File: config.mk
export PLATFORM = sky130hd
export DESIGN_NAME = hazard_ctrl
export DESIGN_NICKNAME = d
export VERILOG_FILES = /design/src/rtl/hazard_ctrl_pkg.sv /design/src/rtl/hazard_ctrl_md_sequencer.sv /design/src/rtl/hazard_ctrl.sv
export SDC_FILE = /design/constraint.sdc
export NUM_CORES = 1
export LEC_CHECK = 0
export ABC_AREA = 1
export CORE_MARGIN = 4
export CORE_UTILIZATION = 43
export DETAILED_ROUTE_END_ITERATION = 12
export PLACE_DENSITY_LB_ADDON = 0.1
export SLEW_MARGIN = 15
export SYNTH_ARGS = -nofsm -noshare
export SYNTH_HDL_FRONTEND = slang
export SYNTH_HIERARCHICAL = 1
export SYNTH_SLANG_ARGS = --single-unit
File: constraint.sdc
create_clock -name clk -period 1.5 [get_ports clk]
set_input_delay 0.3 -clock clk [delete_from_list [all_inputs] [get_ports clk]]
set_output_delay 0.3 -clock clk [all_outputs]
set_load 0.01 [all_outputs]
File: src/rtl/hazard_ctrl_pkg.sv
// rtl/hazard_ctrl_pkg.sv - shared types and constants for the pipeline hazard controller
//
// Package pipe_pkg:
//   REG_W      - register specifier width
//   ZERO_REG   - hard-wired zero register ($zero), never a real dependency
//   md_state_t - mul/div sequencer state encoding (MD_IDLE, MD_BUSY, MD_DONE)
package pipe_pkg;

  localparam int REG_W = 5;
  localparam logic [REG_W-1:0] ZERO_REG = 5'd0;

  typedef enum logic [1:0] {
    MD_IDLE = 2'd0,
    MD_BUSY = 2'd1,
    MD_DONE = 2'd2
  } md_state_t;

endpackage

File: src/rtl/hazard_ctrl_md_sequencer.sv
// rtl/hazard_ctrl_md_sequencer.sv - multi-cycle multiply/divide unit sequencer
//
// Ports:
//   clk        in   core clock
//   rst        in   synchronous active-high reset
//   launch_req in   a mul/div instruction in ID wants to issue and is not stalled
//   state      out  current sequencer state (used by the hazard equations)
//   md_start   out  one-cycle launch pulse
//   md_busy    out  operation in flight
//   md_done    out  one-cycle pulse, HI/LO written at the end of this cycle
module md_sequencer
  import pipe_pkg::*;
#(
  parameter int MD_LATENCY = 4
) (
  input  logic      clk,
  input  logic      rst,
  input  logic      launch_req,
  output md_state_t state,
  output logic      md_start,
  output logic      md_busy,
  output logic      md_done
);

  // Loading LATENCY-2 accounts for the launch cycle and the DONE cycle, so
  // md_done lands exactly MD_LATENCY cycles after md_start.
  localparam logic [3:0] CNT_LOAD = 4'(MD_LATENCY - 2);

  md_state_t  state_n;
  logic [3:0] md_cnt;
  logic [3:0] md_cnt_n;

  // State register
  always_ff @(posedge clk) begin
    if (rst) begin
      state  <= MD_IDLE;
      md_cnt <= 4'd0;
    end else begin
      state  <= state_n;
      md_cnt <= md_cnt_n;
    end
  end

  // Next-state logic
  always_comb begin
    state_n  = state;
    md_cnt_n = md_cnt;
    case (state)
      MD_IDLE: begin
        if (md_start) begin
          state_n  = MD_BUSY;
          md_cnt_n = CNT_LOAD;
        end
      end
      MD_BUSY: begin
        if (md_cnt == 4'd0) begin
          state_n = MD_DONE;
        end else begin
          md_cnt_n = md_cnt - 4'd1;
        end
      end
      MD_DONE: begin
        // A dependent mul/div waiting in ID issues in the DONE cycle.
        if (md_start) begin
          state_n  = MD_BUSY;
          md_cnt_n = CNT_LOAD;
        end else begin
          state_n = MD_IDLE;
        end
      end
      default: begin
        state_n  = MD_IDLE;
        md_cnt_n = 4'd0;
      end
    endcase
  end

  // Output logic; reset suppresses every pulse so an abandoned op never completes.
  always_comb begin
    md_start = 1'b0;
    md_busy  = 1'b0;
    md_done  = 1'b0;
    if (!rst) begin
      md_start = launch_req & ((state == MD_IDLE) | (state == MD_DONE));
      md_busy  = (state == MD_BUSY);
      md_done  = (state == MD_DONE);
    end
  end

endmodule

File: src/rtl/hazard_ctrl.sv
// rtl/hazard_ctrl.sv - pipeline hazard/stall controller for the 5-stage MIPS core
//
// Ports:
//   clk, rst        core clock, synchronous active-high reset
//   id_rs, id_rt    source fields of the instruction in IF_ID
//   id_is_md        ID instruction is mult/multu/div/divu
//   id_uses_hilo    ID instruction is mfhi/mflo/mthi/mtlo
//   id_ex_memread   instruction in ID_EX is a load
//   id_ex_rt        destination of that load
//   branch_taken    branch/jump resolved taken in ID
//   pc_write        PC enable
//   if_id_write     IF_ID enable
//   id_ex_bubble    zero ID_EX control fields
//   if_id_flush     clear IF_ID
//   md_start/busy/done  mul/div sequencing
//   stall_count     saturating stalled-cycle counter
module hazard_ctrl
  import pipe_pkg::*;
#(
  parameter int MD_LATENCY = 4,
  parameter int CNT_W      = 16
) (
  input  logic             clk,
  input  logic             rst,
  input  logic [REG_W-1:0] id_rs,
  input  logic [REG_W-1:0] id_rt,
  input  logic             id_is_md,
  input  logic             id_uses_hilo,
  input  logic             id_ex_memread,
  input  logic [REG_W-1:0] id_ex_rt,
  input  logic             branch_taken,
  output logic             pc_write,
  output logic             if_id_write,
  output logic             id_ex_bubble,
  output logic             if_id_flush,
  output logic             md_start,
  output logic             md_busy,
  output logic             md_done,
  output logic [CNT_W-1:0] stall_count
);

  md_state_t md_state;
  logic      load_use;
  logic      md_stall;
  logic      stall;

  // Forwarding cannot cover a load result needed in the very next cycle;
  // a load to $zero produces nothing to wait for.
  assign load_use = id_ex_memread & (id_ex_rt != ZERO_REG) &
                    ((id_ex_rt == id_rs) | (id_ex_rt == id_rt));

  // While BUSY both a new mul/div and any HI/LO access must wait; in DONE a
  // new mul/div may issue but HI/LO is only written at the end of the cycle.
  assign md_stall = ((md_state == MD_BUSY) & (id_is_md | id_uses_hilo)) |
                    ((md_state == MD_DONE) & id_uses_hilo);

  assign stall = load_use | md_stall;

  assign pc_write     = ~rst & ~stall;
  assign if_id_write  = ~rst & ~stall;
  assign id_ex_bubble = rst | stall;
  // A stalled branch re-resolves later, so it must not flush early.
  assign if_id_flush  = ~rst & branch_taken & ~stall;

  md_sequencer #(
    .MD_LATENCY (MD_LATENCY)
  ) u_md_sequencer (
    .clk        (clk),
    .rst        (rst),
    .launch_req (id_is_md & ~stall),
    .state      (md_state),
    .md_start   (md_start),
    .md_busy    (md_busy),
    .md_done    (md_done)
  );

  always_ff @(posedge clk) begin
    if (rst) begin
      stall_count <= '0;
    end else if (stall && (stall_count != {CNT_W{1'b1}})) begin
      stall_count <= stall_count + CNT_W'(1);
    end
  end

endmodule

# Word-level counts from Yosys, hierarchy flattened

Cells that the tools add are included.

Output and inout port bits: 23
Register bits: 22
Logic and storage cells: 48
Bits of input ports: 21

Bitwise gates (word level): 17
Reductions and logical operators: 7
Add/subtract/negate cells: 2
Mux-type cells: 10
Eq/ne operators: 9

Operators by type and width:

| operator              | number |
|---|---|
| $add 16x1->16 const B | 1 |
| $ne 16x16->1 const B  | 1 |
| $eq 5x5->1            | 2 |
| $and 1x1->1           | 9 |
| $mux 4                | 2 |
| $pmux 4 s2            | 1 |
| $or 1x1->1            | 6 |
| $pmux 2 s3            | 1 |
| $reduce_bool 5->1     | 1 |
| $logic_not 4->1       | 1 |
| $mux 1                | 4 |
| $mux 2                | 2 |
| $ne 2x1->1 const B    | 2 |
| $ne 2x2->1 const B    | 2 |
| $reduce_and 2->1      | 2 |
| $sub 4x1->4 const B   | 1 |
| $eq 2x1->1 const B    | 1 |
| $eq 2x2->1 const B    | 1 |
| $logic_not 2->1       | 1 |
| $not 1->1             | 2 |
| $reduce_or 2->1       | 1 |
| $logic_and 1x1->1     | 1 |

# Depth between registers and ports, before layout

Depth in word-level cells: 10
Mapped depth: 16
Mapped depth without buffers: 15

# By module

Netlist, hierarchy kept.

Modules (own cells, without submodules):

| module       | times used | cells an instance | area each (um^2) | seq. area each (um^2) |
|---|---|---|---|---|
| hazard_ctrl  | 1          | 205               | 1,213.7          | 320.3 |
| md_sequencer | 1          | 48                | 376.6            | 120.1 |

# Worst setup path after synthesis

Ideal clock, no wire load.

Path type: register to output
From: register u_md_sequencer.state[1]
To: output port pc_write
Path buffers: 2
Stages on the path, launching flop included: 7
Arrival time: 1,362 ps
Required time: 1,200 ps
Path slack: -162 ps
Cell sequence: dfxtp_1 nor2_1 o21ai_1 nand2_2 buf_2 nor2_1 buf_4

Word-level cells in the longest chain between the ends: 6
Elaborated cells on any way between the ends: 8
Those cells by class: 2 x eq/ne; 6 x bitwise

RTL lines:

| item                                            | line                                 | source |
|---|---|---|
| start: declaration                              | hazard_ctrl_md_sequencer.sv:19       | `output md_state_t state,` |
| start signal: assignment                        | hazard_ctrl_md_sequencer.sv:39       | `state <= state_n;` |
| $eq 2x1->1 / $eq 2x2->1 (equally long branches) | hazard_ctrl.sv:54, hazard_ctrl.sv:55 |  |
| $and 1x1->1 (on tied branches)                  | hazard_ctrl.sv:54, hazard_ctrl.sv:55 |  |
| $or 1x1->1 *                                    | hazard_ctrl.sv:54                    | `assign md_stall = ((md_state == MD_BUSY) & (id_is_md \| id_uses_hilo)) \|` |
| $or 1x1->1 *                                    | hazard_ctrl.sv:57                    | `assign stall = load_use \| md_stall;` |
| $not 1->1 *                                     | --                                   |  |
| $and 1x1->1 *                                   | --                                   |  |
| end: declaration                                | hazard_ctrl.sv:32                    | `output logic pc_write,` |

Every way passes the cells marked *; elsewhere a longest branch is shown, timed or not.

# Final worst setup path

From: register u_md_sequencer.state[0]
To: output port md_start

Word-level cells in the longest chain between the ends: 8
Elaborated cells on any way between the ends: 12
Those cells by class: 2 x eq/ne; 1 x mux; 8 x bitwise; 1 x reduce/logical

RTL lines:

| item                                            | line                                                                 | source |
|---|---|---|
| $eq 2x1->1 / $eq 2x2->1 (equally long branches) | hazard_ctrl.sv:54, hazard_ctrl_md_sequencer.sv:84, hazard_ctrl.sv:55 |  |
| $and 1x1->1 (on tied branches)                  | hazard_ctrl.sv:54, hazard_ctrl.sv:55                                 |  |
| $or 1x1->1                                      | hazard_ctrl.sv:54                                                    |  |
| $or 1x1->1                                      | hazard_ctrl.sv:57                                                    |  |
| $not 1->1                                       | hazard_ctrl.sv:70                                                    | `.launch_req (id_is_md & ~stall),` |
| $and 1x1->1                                     | hazard_ctrl.sv:70                                                    |  |
| $and 1x1->1 *                                   | hazard_ctrl_md_sequencer.sv:84                                       | `md_start = launch_req & ((state == MD_IDLE) \| (state == MD_DONE));` |
| $mux 1 *                                        | hazard_ctrl_md_sequencer.sv:83                                       | `if (!rst) begin` |
| end: declaration                                | hazard_ctrl.sv:36                                                    | `output logic md_start,` |

Marks and branches as above.

==> flow_summary.toml <==
[floorplan]
die_x_um = 68.8
core-area_um2 = 3440
dieArea_um2 = 4740
initial_core_util = 0.462
io_pins = 44
die_y_um = 68.8
rows = 21

[synthesis]
synth-edff-count = 0
syn_inst = 253
yosys_warnings = 6
synth-main-ff-cell = "dfxtp_1"
synth.area.top_cells = "dfxtp_1, nand2_1, nor2_1"
syn-num-nets = 277
ys_seq_elements = 22
ys_seq_area_frac = 0.277
synth.top_cell.area_share = 0.277
ys_types = 29
syn_area_um2 = 1590
synth_top_cell_by_area = "dfxtp_1"
syn_area_per_cell_um2 = 6.29
synthTopCellsByCount = "nand2_1, nor2_1, inv_1, dfxtp_1, nand3_1"
yosysMostFrequentCell = "nand2_1"
synth-async-reset-ratio = 0

[timing]
slew_violations = 0
rsz0062_at_grt = "yes"
finalCritPeriodShare = 1.08
clock.fmax_mhz = 619
relSlewSlack = 0.788
worst_pin_slew_ps = 315
finClkSkew_ps = 2.51
fin_ws_ps = -115
fin_setup_tns_ps = -818
hold_ws_ps = 480
setup_violations = 15
hold_viol = 0
finalCriticalPeriod_ps = 1620

[power_and_ir_drop]
vdd_ir_drop_max_mv = 0.579
internal-power_mw = 1.27
power_density_nw_per_um2 = 762
p_leak_nw = 1.33
comb_power_share = 0.426
p_sw_uw = 713
seq_power_share = 0.356
p_sw_frac = 0.360
clkPwrFrac = 0.218
finalPower_mw = 1.98

[clocking]
clock-sinks = 22
cts_tree = "built"
clkTransAtPathRegs_ps = 80
clockRootBuffer = "clkbuf_8"
cts_buffers = 3
htreeDepth = 1
clkLatencyLatePin_ps = 270
cts_buffer_depth = 2

[grt]
grt_remaining_overflow = 0
antenna_found_initial = 0
grt_pass1_vias = 1458
grt_usage = 0.163
grt_pass1_wl_um = 5980
grt_max_degree = 29

[cells_and_area]
layout-drive-gt1-share = 0.437
fillers = 267
nNetsFinal = 348
final_cell_area_um2 = 2600
fin_util = 0.756
antenna_cells = 0
syn_to_final_growth_pct = 63.6

[setup_path]
arrival_ps = 1320
startpoint_type = "flip-flop"
worstSetupEndpointType = "output pin"
cp_data_required_time_ps = 1200
path_class = "reg2out"
cp_max_fo = 3
reg2reg_slack_ps = -80
rr_worst_depth = 12

[routing]
drc = 0
first_pass_iters = 4
num_vias = 1767
drtIter0Drc = 56
ant_nets = 0
wl_um = 4180
viasPerCell = 4.79
drt-wirelength-per-cell_um = 11.3

[worst_hold_path]
hold_depth = 2
min-delay-path-class = "reg2reg"

[status]
status = "finished with violations"
violations = "negative setup slack"

[placed_design]
io_buffer_count = 43
finalWeightedCongestion = 0.787
postPlaceCellArea_um2 = 2220
place.detailed.hpwl_um = 2750

[flow_run]
maxCapViolations = 0
worst paths after layout:
kind,from,endpoint
setup / recovery,u_md_sequencer/state[0],md_start
hold / removal,u_md_sequencer/md_cnt[1],u_md_sequencer/md_cnt[1]
setup reg to reg,stall_count[0],stall_count[9]
hold reg to reg,u_md_sequencer/md_cnt[1],u_md_sequencer/md_cnt[1]
cells by family (layout without fill, tap and decap cells):
logic type / after synthesis / after routing / synth area share
buffers and inverters: 45 / 115 / 0.117
AOI/OAI and AO/OA: 22 / 22 / 0.0716
DFF: 22 / 22 / 0.277
and+or+nand+nor: 152 / 152 / 0.461
xor gates and xnor gates: 9 / 9 / 0.0496
adders and majority gates: 3 / 3 / 0.0236
repair_timing:
action	in CTS	in global routing
hold buffers	0	0
cloned	0	1
pin swaps	27	41
resized for setup	120	88
endpoints found under the setup margin	41	31
setup buffers	2	7
per-layer routing:
metal / up-vias / share of wire / GRT usage
li1: 925 / - / -
met2: 39 / 0.49 / 0.293
met4: 0 / 0.021 / 0.0219
met5: - / 0 / 0
met1: 794 / 0.43 / 0.202
met3: 9 / 0.055 / 0.0373
power by group through the flow:
stage,Clock (mW),Combinational (mW),Sequential (mW)
floorplan,0,0.402,0.742
global placement,0,0.728,0.709
detailed placement,0,0.733,0.709
CTS,0.439,0.719,0.696
global route,0.461,0.927,0.713
finish,0.433,0.844,0.705
worst max-delay path, cell delays in order (launching register included):
cell     delay (ps)
dfxtp_2         330
xor2_1          150
o21ai_1          90
nand2_2         120
nor2_2          110
nand2_2          80
nor2_4           80
buf_6           100
layout make-up:
cell class                      count  area, um2  area share
Multi-Input combinational cell    186       1230       0.473
Clock buffer                        4       55.1      0.0212
Inverter                           39        165      0.0635
Timing Repair inverter              1       8.76     0.00337
Tap cell                           46       57.6      0.0221
Sequential cell                    22        454       0.175
Timing Repair Buffer               71        629       0.242
stage by stage:
stage	setup slack [ps]	cells
after global placement	-849	358
after global routing	-231	369
after detailed placement	-880	358
after floorplan	-23.1	253
final	-115	369
after CTS	-167	363
flip-flops by register name, indices dropped and copies added (netlist names):
register / count
u_md_sequencer/state: 2
u_md_sequencer/md_cnt: 4
stall_count: 16
cells in the final DEF (no fill, tap or decap), types with 2 or more instances in the layout:
cell type / n
nand2_1: 50
nor2_1: 32
inv_1: 23
buf_4: 20
buf_6: 18
dlygate4sd2_1: 15
dfxtp_1: 15
nand2_2: 13
nand3_2: 10
nor2_4: 9
a21oi_1: 9
buf_2: 9
inv_2: 8
nand3_1: 8
a21oi_2: 8
xor2_1: 6
nor2_2: 6
nand2_4: 6
inv_4: 5
dfxtp_2: 5
nand4_1: 4
clkbuf_8: 4
dlymetal6s2s_1: 4
o21ai_1: 3
nor3_2: 3
xnor2_1: 2
nor2_8: 2
nand3_4: 2
nand2_8: 2
nand3b_1: 2
clkdlybuf4s50_1: 2
dfxtp_4: 2
o21ai_0: 2
ha_1: 2
No activity file was read; power rests on OpenSTA's default activity.
